<file path="src/rtl/serial_add_pkg.sv">
// Shared constants for the bit-serial adder controller: FSM encodings and default width.
package serial_add_pkg;

    localparam int DEFAULT_WIDTH = 8;

    localparam logic [1:0] S_IDLE = 2'd0;
    localparam logic [1:0] S_RUN  = 2'd1;
    localparam logic [1:0] S_DONE = 2'd2;

endpackage

</file>
<file path="src/rtl/fullAdder.sv">
// Shared 1-bit full-adder cell, purely combinational.
module fullAdder (
    input  logic x,
    input  logic y,
    input  logic cin,
    output logic cout,
    output logic sum
);

    assign sum  = x ^ y ^ cin;
    assign cout = (x & y) | (cin & (x ^ y));

endmodule

</file>
<file path="src/rtl/serial_add_ctrl.sv">
// Bit-serial adder: walks one shared full adder across two WIDTH-bit operands, LSB first,
// chaining the carry through a flip-flop between bits.
module serial_add_ctrl
    import serial_add_pkg::*;
#(
    parameter int WIDTH = DEFAULT_WIDTH,
    parameter int CW    = $clog2(WIDTH)
) (
    input  logic             clk,
    input  logic             rst,
    input  logic             start,
    input  logic [WIDTH-1:0] a,
    input  logic [WIDTH-1:0] b,
    input  logic             cin,
    output logic             busy,
    output logic             done,
    output logic [WIDTH-1:0] sum,
    output logic             cout,
    output logic [1:0]       dbg_state
);

    // Handshake: start is sampled only in IDLE; busy covers RUN and DONE, and
    // start is dropped (not queued) while busy. done is a single-cycle strobe in
    // DONE, and sum/cout then hold until the next accepted start.

    localparam logic [CW-1:0] LAST_BIT = CW'(WIDTH - 1);

    logic [1:0]       state;
    logic [WIDTH-1:0] sa;
    logic [WIDTH-1:0] sb;
    logic [CW-1:0]    cnt;
    logic             c;
    logic             fa_sum;
    logic             fa_cout;

    fullAdder u_fa (
        .x    (sa[0]),
        .y    (sb[0]),
        .cin  (c),
        .cout (fa_cout),
        .sum  (fa_sum)
    );

    always_ff @(posedge clk or posedge rst) begin
        if (rst) begin
            state <= S_IDLE;
            sa    <= '0;
            sb    <= '0;
            c     <= 1'b0;
            cnt   <= '0;
            sum   <= '0;
        end else begin
            case (state)
                S_IDLE: begin
                    if (start) begin
                        sa    <= a;
                        sb    <= b;
                        c     <= cin;
                        cnt   <= '0;
                        sum   <= '0;
                        state <= S_RUN;
                    end
                end
                S_RUN: begin
                    // Result bits enter at the MSB so bit 0 lands at sum[0] after WIDTH shifts.
                    sum <= {fa_sum, sum[WIDTH-1:1]};
                    sa  <= {1'b0, sa[WIDTH-1:1]};
                    sb  <= {1'b0, sb[WIDTH-1:1]};
                    c   <= fa_cout;
                    cnt <= cnt + 1'b1;
                    if (cnt == LAST_BIT) begin
                        state <= S_DONE;
                    end
                end
                S_DONE: begin
                    state <= S_IDLE;
                end
                default: begin
                    state <= S_IDLE;
                end
            endcase
        end
    end

    assign busy      = (state == S_RUN) || (state == S_DONE);
    assign done      = (state == S_DONE);
    assign cout      = c;
    assign dbg_state = state;

endmodule
</file>
<file path="config.mk">
export PLATFORM = sky130hd
export DESIGN_NAME = serial_add_ctrl
export DESIGN_NICKNAME = d
export VERILOG_FILES = /design/src/rtl/serial_add_pkg.sv /design/src/rtl/fullAdder.sv /design/src/rtl/serial_add_ctrl.sv
export SDC_FILE = /design/constraint.sdc
export NUM_CORES = 1
export LEC_CHECK = 0
export BUFFER_PORTS_ARGS = -buffer_cell sky130_fd_sc_hd__buf_2
export CAP_MARGIN = 20
export CORE_MARGIN = 2
export CORE_UTILIZATION = 55
export CTS_BUF_LIST = sky130_fd_sc_hd__clkbuf_8
export DETAILED_ROUTE_END_ITERATION = 12
export PLACE_DENSITY = 0.81
export SLEW_MARGIN = 10
export SYNTH_ARGS = -nofsm -noshare
export SYNTH_HDL_FRONTEND = slang
export SYNTH_SLANG_ARGS = --single-unit
export TNS_END_PERCENT = 10
</file>
<file path="constraint.sdc">
create_clock -name clk -period 1.79 [get_ports clk]
set_input_delay 0.358 -clock clk [delete_from_list [all_inputs] [get_ports clk]]
set_output_delay 0.358 -clock clk [all_outputs]
set_load 0.05 [all_outputs]
</file>
### Word level (Yosys, flattened, before mapping)

Cells that the tools add are included.

| word-level totals | value |
|---|---|
| register bits after elaboration | 30 |
| output and inout port bits | 13 |
| logic and storage cells | 35 |

| cells by class | value |
|---|---|
| $add $sub $neg | 1 |
| eq/ne operators | 5 |
| mux-type cells | 13 |
| bitwise operators | 5 |
| reduce and logical (&&, ||, !) cells | 5 |

Operators with widths:

| operator | number |
|---|---|
| one-hot mux 8 bit (2 select lines) | 3 |
| two-way mux 8 bit | 3 |
| one-hot mux 3 bit (2 select lines) | 1 |
| two-way mux 2 bit | 2 |
| inequality test 2 bit, second input constant | 2 |
| one-hot mux 2 bit (2 select lines) | 1 |
| AND reduction 2 bit | 2 |
| adder 3 x 1 -> 3 bit, second input constant | 1 |
| == test 3 bit, second input constant | 1 |
| two-way mux 3 bit | 1 |
| bitwise AND 1 bit | 2 |
| == test 2 x 1 -> 1 bit, second input constant | 1 |
| == test 2 bit, second input constant | 1 |
| zero test 2 bit | 1 |
| one-hot mux 1 bit (2 select lines) | 1 |
| nonzero test 2 bit | 1 |
| bitwise XOR 1 bit | 2 |
| logical OR 1 bit | 1 |
| two-way mux 1 bit | 1 |
| bitwise OR 1 bit | 1 |

### Logic depth before layout (Yosys ltp)

Gate-level depths: netlist of run 1.

| depth | value |
|---|---|
| depth in word-level cells | 4 |
| gate-level depth with buffers | 7 |
| depth with buffers taken out | 5 |

### Modules after synthesis

From an unflattened synthesis of run 1, not the netlist that was laid out.

| unflattened totals | value |
|---|---|
| cell total of the unflattened synthesis | 142 |
| area, all modules | 1,585.3 um^2 |

By module, submodules not included:

| module | times used | cells each | area an instance (um^2) | seq. area each (um^2) |
|---|---|---|---|---|
| serial_add_ctrl | 1 | 141 | 1,565.3 | 750.7 |
| fullAdder | 1 | 1 | 20.0 | 0.0 |

### Least setup slack after synthesis of run 1

Ideal clock, no wire load.

| timing | value |
|---|---|
| path type | register to register |
| from | register state[0] (netlist: dbg_state[0]) |
| to | register state[1] (netlist: dbg_state[1]) |
| setup time | 0.125 ns |
| data arrival time | 1.726 ns |
| required time | 1.665 ns |
| setup slack | -0.060 ns |
| cell stages (with the launch flop) | 7 |
| cells stage by stage | dfrtp_1 -> inv_1 -> ha_1 -> nor2b_2 -> buf_6 -> nor2_1 -> mux2_2 |

| on the way | value |
|---|---|
| word-level cells in the longest chain between the ends | 3 |
| elaborated cells on any way between the ends | 6 |
| classes of those cells | eq/ne (3); mux (1); reduce/logical (2) |

Ends and longest elaborated chain:

| item | line | RTL |
|---|---|---|
| start: declaration | serial_add_ctrl.sv:28 | `logic [1:0] state;` |
| start signal: assignment | serial_add_ctrl.sv:46 | `state <= S_IDLE;` |
| start signal: assignment | serial_add_ctrl.sv:61 | `state <= S_RUN;` |
| start signal: assignment | serial_add_ctrl.sv:72 | `state <= S_DONE;` |
| == test 2 x 1 -> 1 bit / zero test 2 bit (equally long branches) | serial_add_ctrl.sv:53 | `case (state)` |
| inequality test 2 bit (no line) | - |  |
| AND reduction 2 bit (no line) | - |  |

Parallel ways exist; a longest one is shown, timed or not.
A chain may end at the register's enable or synchronous reset.

### Worst setup path after layout of run 1

| timing | value |
|---|---|
| from | register state[0] (netlist: dbg_state[0]) |
| to | output port busy |

| on the way | value |
|---|---|
| word-level cells in the longest chain between the ends | 2 |
| elaborated cells on any way between the ends | 3 |
| classes of those cells | eq/ne (2); reduce/logical (1) |

Ends and longest elaborated chain:

| item | line | RTL |
|---|---|---|
| == test 2 x 1 -> 1 bit / == test 2 bit (equally long branches) | serial_add_ctrl.sv:85 | `assign busy = (state == S_RUN) \|\| (state == S_DONE);` |
| logical OR 1 bit (*) | serial_add_ctrl.sv:85 |  |
| end: declaration | serial_add_ctrl.sv:15 | `output logic busy,` |

Every way passes the cells marked *; elsewhere a longest branch is shown, timed or not.

==> results.md, run 1 <==
* Initial antenna violation count at 0
* Clk slew on worst S/H paths at 0.06 ns
* Layout Skew at 0.00310 ns
* Worst-margin pin slew at 0.380 ns
* Boundary Pins at 33
* Gr usage total at 19.5%
* Critical path required time at 1.43 ns
* Crit path kind: flip-flop to output pin
* Place WS at 0.191 ns
* R2R setup slack at 0.18 ns
* Post-CTS setup buffers at 0
* Crit path DAT at 1.27 ns
* Vert. Die Dim at 56.4 µm
* CTS tree: yes
* Worst skew pair latency at 0.27 ns
* Post-Syn Instances at 129
* DR DRC count at 0
* Starting DRC count in detailed routing at 24
* CTS Root Cell: clkbuf_8
* Initial Utilization at 59.3%
* Mapped cell area at 0.00151 mm²
* Clk buf depth at 2
* Routed vias at 1106
* Sequence of cells on the critical path: inv_1 -> ha_1 -> buf_2
* Number of antenna diodes at 0
* Fin crit share at 90.8%
* 1st-pass router iterations at 5
* Register area share after synthesis at 49.8%
* Hold slack at 0.146 ns
* Hold WC Path Type: input port to async pin
* Final setup violation count at 0
* Crit-path leading delay family: flip-flops
* Gpl congestion at 0.800
* Power density over the cells at 1960 mW/mm²
* Pins Over Slew Limit at 0
* Via count of the first global-routing pass at 1086
* RSZ-0062 raised after global routing: no
* Hold-fix buffers at CTS at 0
* Synth warn at 0
* Chip width at 56.4 µm
* Clk sinks at 30
* Area growth syn-to-layout at 17.7%
* Wire per inst at 14.2 µm
* Highest Clock Rate at 0.616 GHz
* TNS Setup at 0 ns
* Peak supply drop at 0.00135 V
* Final Hold Vio Count at 0
* Static Leak at 0.921 nW
* #FFs+latches synth at 30
* Slew HR at 74.7%
* Fin util at 69.8%
* Power after layout at 3.48 mW
* H-tree levels at 2
* DP Wirelength at 2040 µm
* # fillers at 209
* CTS Buf Count at 5
* Minimum clock period at 1.62 ns
* GRT overflow at 0
* Slowest CP cell: dfrtp_2
* Syn Nets at 156
* Worst-path fanout max at 4
* WP buf/inv at 2
* Antenna viol nets, final at 0
* Post-cts sizing count at 0
* # Max-Cap Violations at 0
* Routed wire length at 2830 µm
* Final net count at 196
* Share of cells above drive strength 1 at 38.2%
* Die area at 0.00318 mm²
* Largest net degree at the start of global routing at 31
* Crit path largest cell delay at 0.39 ns
* Core footprint at 0.00254 mm²
* Avg Cell Area, Syn at 11.7 µm²
* Vias/cell at 5.53
* Unique masters post-synth at 27
* IO buf count at 32
* Crit path launch type: flip-flop
* Num rows at 18
* CP endpoint kind: output pin
* Final WS setup at 0.166 ns
* First-pass GRT wire length at 4820 µm
* Status: finished, final reports clean
-- power by group --
group / internal, mW / switching [mW] / leakage (nW) / total (mW)
clock network: 0.304 / 0.240 / 0.0524 / 0.544
logic: 0.660 / 1.17 / 0.509 / 1.83
registers: 0.959 / 0.149 / 0.360 / 1.11
-- cell type report --
cell class                      instances  area [µm²]  area share (%)
Sequential cell                        30         753            42.4
Multi-Input combinational cell         73         603            33.9
Timing Repair Buffer                   40         220            12.4
Clock buffer                            6        82.6            4.65
Inverter                               19        71.3            4.01
Tap cell                               30        37.5            2.11
Clock inverter                          2        8.76           0.493
-- per-stage QoR --
| stage | cell area [µm²] | instances |
|---|---|---|
| 6_report | 1780 | 200 |
| 5_1_grt | 1780 | 200 |
| 4_1_cts | 1780 | 200 |
| 3_5_place_dp | 1690 | 192 |
| 3_3_place_gp | 1690 | 192 |
| 2_1_floorplan | 1510 | 129 |
-- flip-flops by register name (all words and copies together) (netlist names) --
name,cells
cout,1
sa,8
cnt,3
dbg_state,2
sb,8
sum,8
-- cell usage after synthesis --
library cell / instances / area (µm²)
buf_12: 1 / 20.0
dfrtp_1: 30 / 751
buf_6: 5 / 56.3
mux2i_4: 1 / 22.5
a211oi_1: 1 / 7.51
a21oi_1: 3 / 15.0
nor2b_1: 2 / 12.5
nor2_1: 14 / 52.6
mux2_2: 1 / 11.3
buf_4: 1 / 7.51
inv_1: 18 / 67.6
nand3b_1: 1 / 7.51
nor2b_2: 1 / 8.76
a221oi_2: 11 / 165
nor3_1: 2 / 10.0
nand2_1: 6 / 22.5
a31oi_1: 1 / 6.26
nand2b_1: 1 / 6.26
inv_2: 1 / 3.75
fa_1: 1 / 20.0
ha_1: 6 / 75.1
o21ai_0: 5 / 25.0
a221oi_1: 1 / 8.76
nor2_4: 1 / 11.3
a22o_1: 9 / 78.8
o32ai_1: 2 / 17.5
o22ai_1: 3 / 18.8
-- per-layer routing --
metal | global-route usage [%] | wire [µm]
met5 | 0 | 0
met1 | 24.5 | 1210
met2 | 33.4 | 1460
met3 | 4.15 | 147
met4 | 6.12 | 10
-- path summary, 6_finish.rpt --
kind / start / to / depth (start not counted)
setup / recovery: dbg_state[0] / busy / 3
hold / removal: rst / sb[2] / 3
setup reg to reg: dbg_state[1] / sum[6] / 6
hold reg to reg: sb[7] / sb[7] / 2
max in group asynchronous: rst / dbg_state[1] / 3
min in group clk: b[7] / sb[7] / 3
-- kinds of logic after synthesis --
group	after synthesis	share of synthesized area [%]
AOI/OAI and AO/OA	36	22.7
adders and majority gates	7	6.30
muxes	2	2.24
DFF	30	49.8
buffers and inverters	26	10.3
and+or+nand+nor	28	8.71
-- worst reg2reg max path, stage by stage (launching register included) --
cell	delay, ns
dfrtp_2	0.42
inv_1	0.10
ha_1	0.33
inv_2	0.17
nor2_4	0.13
buf_4	0.22
a22o_1	0.17
-- cell usage in the layout, fill, tap and decap left out, drive strengths merged, types with 2 or more instances in the layout --
cell type,netlist,layout
o32ai,2,2
a221oi,12,12
buf,7,40
clkbuf,0,6
o22ai,3,3
ha,6,6
nor2b,3,3
inv,19,20
a21oi,3,3
o21ai,5,5
nor3,2,2
nand2,6,6
nor2,15,15
dfrtp,30,30
a22o,9,9
Note: power is estimated with default switching activity, not from simulation.
==> run 2: changes to the inputs <==
--- a/config.mk
+++ b/config.mk
@@ -11,7 +11,7 @@
 export CORE_UTILIZATION = 55
 export CTS_BUF_LIST = sky130_fd_sc_hd__clkbuf_8
 export DETAILED_ROUTE_END_ITERATION = 12
-export PLACE_DENSITY = 0.81
+export PLACE_DENSITY_LB_ADDON = 0.08
 export SLEW_MARGIN = 10
 export SYNTH_ARGS = -nofsm -noshare
 export SYNTH_HDL_FRONTEND = slang
==> run 2 against run 1 <==
Against the previous run:
- clock skew up 0.0012 ns
- largest power group unchanged
- wire length up 1.7%
- worst hold slack worse by 0.069 ns
- sequential share of layout area down 1.6 points
- critical path type unchanged
- critical endpoint unchanged
- maximum frequency down 0.64%
- worst setup slack worse by 0.010 ns
- register-to-register slack better by 0.03 ns
- global-route usage up 1.5 points
- first-iteration DRC count down 13%
- count of clock-buffer cells in the layout unchanged
- non-clock buffer count down 1
- power up 11%
==> results.md, run 2 (synthesized netlist as in run 1, its figures left out) <==
* Status: finished, final reports clean
* Worst-path fanout max at 4 (unchanged)
* Static Leak at 0.943 nW (+2.4%)
* CP startpoint: dbg_state[0]
* Die area at 0.00318 mm² (unchanged)
* Post-CTS setup buffers at 0 (unchanged)
* Vias/cell at 5.56 (+0.59%)
* CTS tree: yes
* Worst R2R End: sb[7]
* GRT overflow at 0 (unchanged)
* Gr usage total at 21.0% (+1.5 points)
* Hold-fix buffers at CTS at 0 (unchanged)
* Via count of the first global-routing pass at 1132 (+4.2%)
* Boundary Pins at 33 (unchanged)
* Crit path DAT at 1.28 ns (about the same)
* Most common cell after layout, fill and taps aside: buf_2
* Final WS setup at 0.155 ns (-0.0104 ns)
* DR DRC count at 0 (unchanged)
* Clk buf depth at 2 (unchanged)
* Slew HR at 68.4% (-6.3 points)
* Biggest regs: sa x8, sb x8, sum x8
* TNS Setup at 0 ns (unchanged)
* Num rows at 18 (unchanged)
* 1st-pass router iterations at 4 (-1)
* Reg2Reg Launch Point: dbg_state[0]
* Minimum clock period at 1.63 ns (+0.0104 ns)
* DP Wirelength at 2030 µm (-0.43%)
* Worst-margin pin slew at 0.473 ns (+0.0934 ns)
* Initial Utilization at 59.3% (unchanged)
* Share of cells above drive strength 1 at 38.5% (+0.23 points)
* CTS Root Cell: clkbuf_8
* Clk sinks at 30 (unchanged)
* Routed wire length at 2880 µm (+1.7%)
* Core footprint at 0.00254 mm² (unchanged)
* Critical path required time at 1.43 ns (about the same)
* RSZ-0062 raised after global routing: no
* Vert. Die Dim at 56.4 µm (unchanged)
* Commonest non-fill, non-tap cells in the layout: buf_2 (32), dfrtp_1 (28), inv_1 (18), nor2_1 (14), a221oi_2 (11)
* Peak supply drop at 0.00147 V (+9.2%)
* Path depth of the worst reg2reg path at 7 (+1)
* Wire per inst at 14.5 µm (+2.2%)
* Largest net degree at the start of global routing at 21 (-32%)
* First-pass GRT wire length at 5090 µm (+5.7%)
* Routed vias at 1107 (+0.090%)
* Crit path launch type: flip-flop
* Chip width at 56.4 µm (unchanged)
* # fillers at 198 (-5.3%)
* Power density over the cells at 2090 mW/mm² (+6.5%)
* Post-route insts no fill at 199 (-0.50%)
* Crit path kind: flip-flop to output pin
* Worst skew pair latency at 0.28 ns (about the same)
* # Max-Cap Violations at 0 (unchanged)
* Final net count at 195 (-0.51%)
* Number of antenna diodes at 0 (unchanged)
* H-tree levels at 2 (unchanged)
* Final Hold Vio Count at 0 (unchanged)
* Post-cts sizing count at 0 (unchanged)
* Place WS at 0.221 ns (+0.0295 ns)
* Starting DRC count in detailed routing at 21 (-13%)
* CTS Buf Count at 5 (unchanged)
* Placed cells at 191 (-0.52%)
* Gpl congestion at 0.819 (+2.4%)
* Initial antenna violation count at 0 (unchanged)
* Antenna viol nets, final at 0 (unchanged)
* Highest Clock Rate at 0.612 GHz (-0.64%)
* Fin util at 72.5% (+2.7 points)
* Fin crit share at 91.3% (+0.58 points)
* Area growth syn-to-layout at 22.3%
* Final setup violation count at 0 (unchanged)
* R2R setup slack at 0.21 ns (+0.03 ns)
* Hold WC Path Type: input port to async pin
* Clk slew on worst S/H paths at 0.06 ns (about the same)
* Setup crit end: busy
* CP endpoint kind: output pin
* Pins Over Slew Limit at 0 (unchanged)
* IO buf count at 32 (unchanged)
* Layout Skew at 0.00430 ns (+0.00120 ns)
[run 2: how the worst min path moves through the flow]
stage | from | end | slack [ns] | cells after the start
after global placement | rst | cnt[1] | 0.39 | 2
after CTS | rst | cnt[2] | 0.09 | 2
after global routing | rst | sb[2] | 0.12 | 2
after detailed placement | rst | cnt[1] | 0.39 | 2
final | rst | sb[2] | 0.08 | 2
after floorplan | rst | cnt[0] | 0.45 | 1
[run 2: cell type report]
class / instances / area, µm² / share of cell area (%)
clock buffers: 6 / 82.6 / 4.47
inverters: 19 / 71.3 / 3.86
flip-flops and latches: 30 / 753 / 40.8
well taps: 30 / 37.5 / 2.03
repair buffers: 39 / 238 / 12.9
clock inverters: 2 / 60.1 / 3.25
multi-input cells: 73 / 603 / 32.7
[run 2: critical path, stage by stage (launching register included)]
cell	delay, ns
dfrtp_2	0.39
inv_1	0.08
ha_1	0.27
buf_2	0.25
[run 2: per-layer routing]
layer  share of wire [%]  track usage (%)  vias to the layer above
li1                    -                -                      531
met1                  43             26.1                      541
met2                  51             33.4                       28
met3                 5.2             7.37                        7
met4                 1.4             8.16                        0
met5                   0                0                        -
[run 2: power by group]
part           switching [mW]  leakage [nW]  internal (mW)
sequential              0.151         0.360          0.959
combinational            1.19         0.512          0.705
clock                   0.256        0.0714          0.593
[run 2: per-stage QoR]
step	hold WS (ns)	power, mW	instance area, µm²
floorplan	0.449	2.67	1510
global placement	0.386	2.96	1700
detailed placement	0.393	3.01	1700
CTS	0.0877	3.89	1850
global route	0.118	4.10	1850
finish	0.0770	3.85	1850
==> run 3: changes to the inputs <==
--- a/config.mk
+++ b/config.mk
@@ -9,9 +9,9 @@
 export CAP_MARGIN = 20
 export CORE_MARGIN = 2
 export CORE_UTILIZATION = 55
-export CTS_BUF_LIST = sky130_fd_sc_hd__clkbuf_8
 export DETAILED_ROUTE_END_ITERATION = 12
 export PLACE_DENSITY_LB_ADDON = 0.08
+export REMOVE_ABC_BUFFERS = 1
 export SLEW_MARGIN = 10
 export SYNTH_ARGS = -nofsm -noshare
 export SYNTH_HDL_FRONTEND = slang
==> constraint.sdc (replaced) <==
create_clock -name clk -period 2.1 [get_ports clk]
set_input_delay 0.42 -clock clk [delete_from_list [all_inputs] [get_ports clk]]
set_output_delay 0.42 -clock clk [all_outputs]
set_load 0.05 [all_outputs]
==> run 3 against run 2 <==
Against the previous run:
- power down 27%
- register-to-register slack improved by 0.23 ns
- combinational power fell by 20%
- wire length shrank 8.1%
- clock power down 57%
- sequential share of layout area increased by 2.4 points
- critical path type unchanged
- critical endpoint unchanged
- highest routed layer unchanged
==> results.md, run 3 (synthesized netlist as in run 1, its figures left out) <==
* # fillers at 203 (+2.5%)
* Post-cts sizing count at 0 (unchanged)
* Slowest CP cell: dfrtp_1
* Path depth of the worst reg2reg path at 6 (-1)
* Routed vias at 1084 (-2.1%)
* Hold-fix buffers at CTS at 0 (unchanged)
* Hold WC Path Type: input port to async pin
* Gr usage total at 19.4% (-1.6 points)
* Core footprint at 0.00254 mm² (unchanged)
* Most common cell after layout, fill and taps aside: buf_2
* CP endpoint kind: output pin
* Crit path kind: flip-flop to output pin
* Peak supply drop at 0.000933 V (-37%)
* CTS Root Cell: clkbuf_4
* Slew HR at 75.1% (+6.7 points)
* Chip width at 56.4 µm (unchanged)
* Minimum clock period at 1.77 ns
* R2R setup slack at 0.44 ns (+0.23 ns)
* Static Leak at 0.900 nW (-4.6%)
* Wire per inst at 13.3 µm (-8.1%)
* Post-CTS setup buffers at 0 (unchanged)
* Area growth syn-to-layout at 15.3%
* Clk sinks at 30 (unchanged)
* Final Hold Vio Count at 0 (unchanged)
* Vias/cell at 5.45 (-2.1%)
* Largest net degree at the start of global routing at 31 (+48%)
* Power density over the cells at 1620 mW/mm² (-22%)
* Post-route insts no fill at 199 (unchanged)
* Starting DRC count in detailed routing at 43 (+100%)
* Boundary Pins at 33 (unchanged)
* Critical path required time at 1.68 ns (+0.25 ns)
* Hold slack at 0.136 ns (+0.0586 ns)
* Antenna viol nets, final at 0 (unchanged)
* Final setup violation count at 0 (unchanged)
* DP Wirelength at 1920 µm (-5.6%)
* Die area at 0.00318 mm² (unchanged)
* # Max-Cap Violations at 0 (unchanged)
* Highest Clock Rate at 0.564 GHz
* Worst skew pair latency at 0.33 ns (+0.05 ns)
* Biggest regs: sa x8, sb x8, sum x8
* Status: finished, final reports clean
* Final net count at 195 (unchanged)
* Gpl congestion at 0.756 (-7.7%)
* Via count of the first global-routing pass at 1033 (-8.7%)
* Crit path launch type: flip-flop
* TNS Setup at 0 ns (unchanged)
* Layout Skew at 0.00469 ns (+0.000384 ns)
* CTS tree: yes
* Worst-margin pin slew at 0.374 ns (-0.0993 ns)
* Area of the multi-input gates at 603 µm² (unchanged)
* Share of cells above drive strength 1 at 37.3% (-1.2 points)
* Crit path largest cell delay at 0.41 ns (+0.02 ns)
* Commonest non-fill, non-tap cells in the layout: buf_2 (32), dfrtp_1 (30), inv_1 (18), nor2_1 (14), a221oi_2 (11)
* DR DRC count at 0 (unchanged)
* Pins Over Slew Limit at 0 (unchanged)
* Number of antenna diodes at 0 (unchanged)
* Placed cells at 191 (unchanged)
* 1st-pass router iterations at 4 (unchanged)
* Vert. Die Dim at 56.4 µm (unchanged)
* H-tree levels at 2 (unchanged)
* Initial Utilization at 59.3% (unchanged)
* GRT overflow at 0 (unchanged)
* Reg area at 751 µm² (-0.33%)
* Routed wire length at 2650 µm (-8.1%)
* Crit path DAT at 1.35 ns (+0.07 ns)
* RSZ-0062 raised after global routing: no
* Clk buf depth at 2 (unchanged)
* Worst R2R End: sum[0]
* CTS Buf Count at 5 (unchanged)
* Reg2Reg Launch Point: dbg_state[1]
* Initial antenna violation count at 0 (unchanged)
* Num rows at 18 (unchanged)
* Sequence of cells on the critical path: inv_1 -> ha_1 -> buf_2
* Fin crit share at 84.4%
* Worst-path fanout max at 4 (unchanged)
* Clk slew on worst S/H paths at 0.09 ns (+0.03 ns)
* IO buf count at 32 (unchanged)
* First-pass GRT wire length at 4750 µm (-6.8%)
## run 3: cell type report
| type | count | area share (%) |
|---|---|---|
| Clock buffer | 6 | 2.95 |
| Clock inverter | 2 | 0.719 |
| Inverter | 19 | 4.10 |
| Multi-Input combinational cell | 73 | 34.7 |
| Sequential cell | 30 | 43.2 |
| Tap cell | 30 | 2.16 |
| Timing Repair Buffer | 39 | 12.2 |
## run 3: per-stage QoR
step / utilization [%] / power [mW] / setup WS [ns] / area [µm²]
floorplan: - / 2.11 / 0.0393 / 1430
global placement: 65.8 / 2.44 / 0.516 / 1680
detailed placement: 65.8 / 2.48 / 0.463 / 1680
CTS: 68.3 / 2.86 / 0.299 / 1740
global route: 68.3 / 3.03 / 0.250 / 1740
finish: 68.3 / 2.82 / 0.327 / 1740
## run 3: worst max path at each step
stage	start	end	slack, ns	cells after the start
detailed placement	dbg_state[1]	cnt[2]	0.46	6
global route	dbg_state[1]	busy	0.25	3
global placement	dbg_state[0]	dbg_state[1]	0.52	6
finish	dbg_state[0]	busy	0.33	3
CTS	dbg_state[0]	busy	0.30	3
floorplan	dbg_state[0]	cout	0.04	5
## run 3: critical path: cells and delay by family (launching register included)
kind / cells / cell delay (ns)
flip-flops: 1 / 0.41
buffers and inverters: 2 / 0.34
adder cells (fa/ha/maj): 1 / 0.27
## run 3: routing by layer
metal	vias up	GRT usage (%)	routed length, µm
met2	23	29.9	1290
li1	530	-	-
met3	5	6.22	113
met5	-	0	0
met1	526	26.1	1200
met4	0	6.12	40
## run 3: power breakdown
| part | leakage, nW | switching [mW] | total [mW] | internal [mW] |
|---|---|---|---|---|
| sequential | 0.362 | 0.124 | 0.936 | 0.812 |
| clock | 0.0343 | 0.206 | 0.366 | 0.161 |
| combinational | 0.503 | 0.969 | 1.52 | 0.548 |
| total | 0.900 | 1.30 | 2.82 | 1.52 |
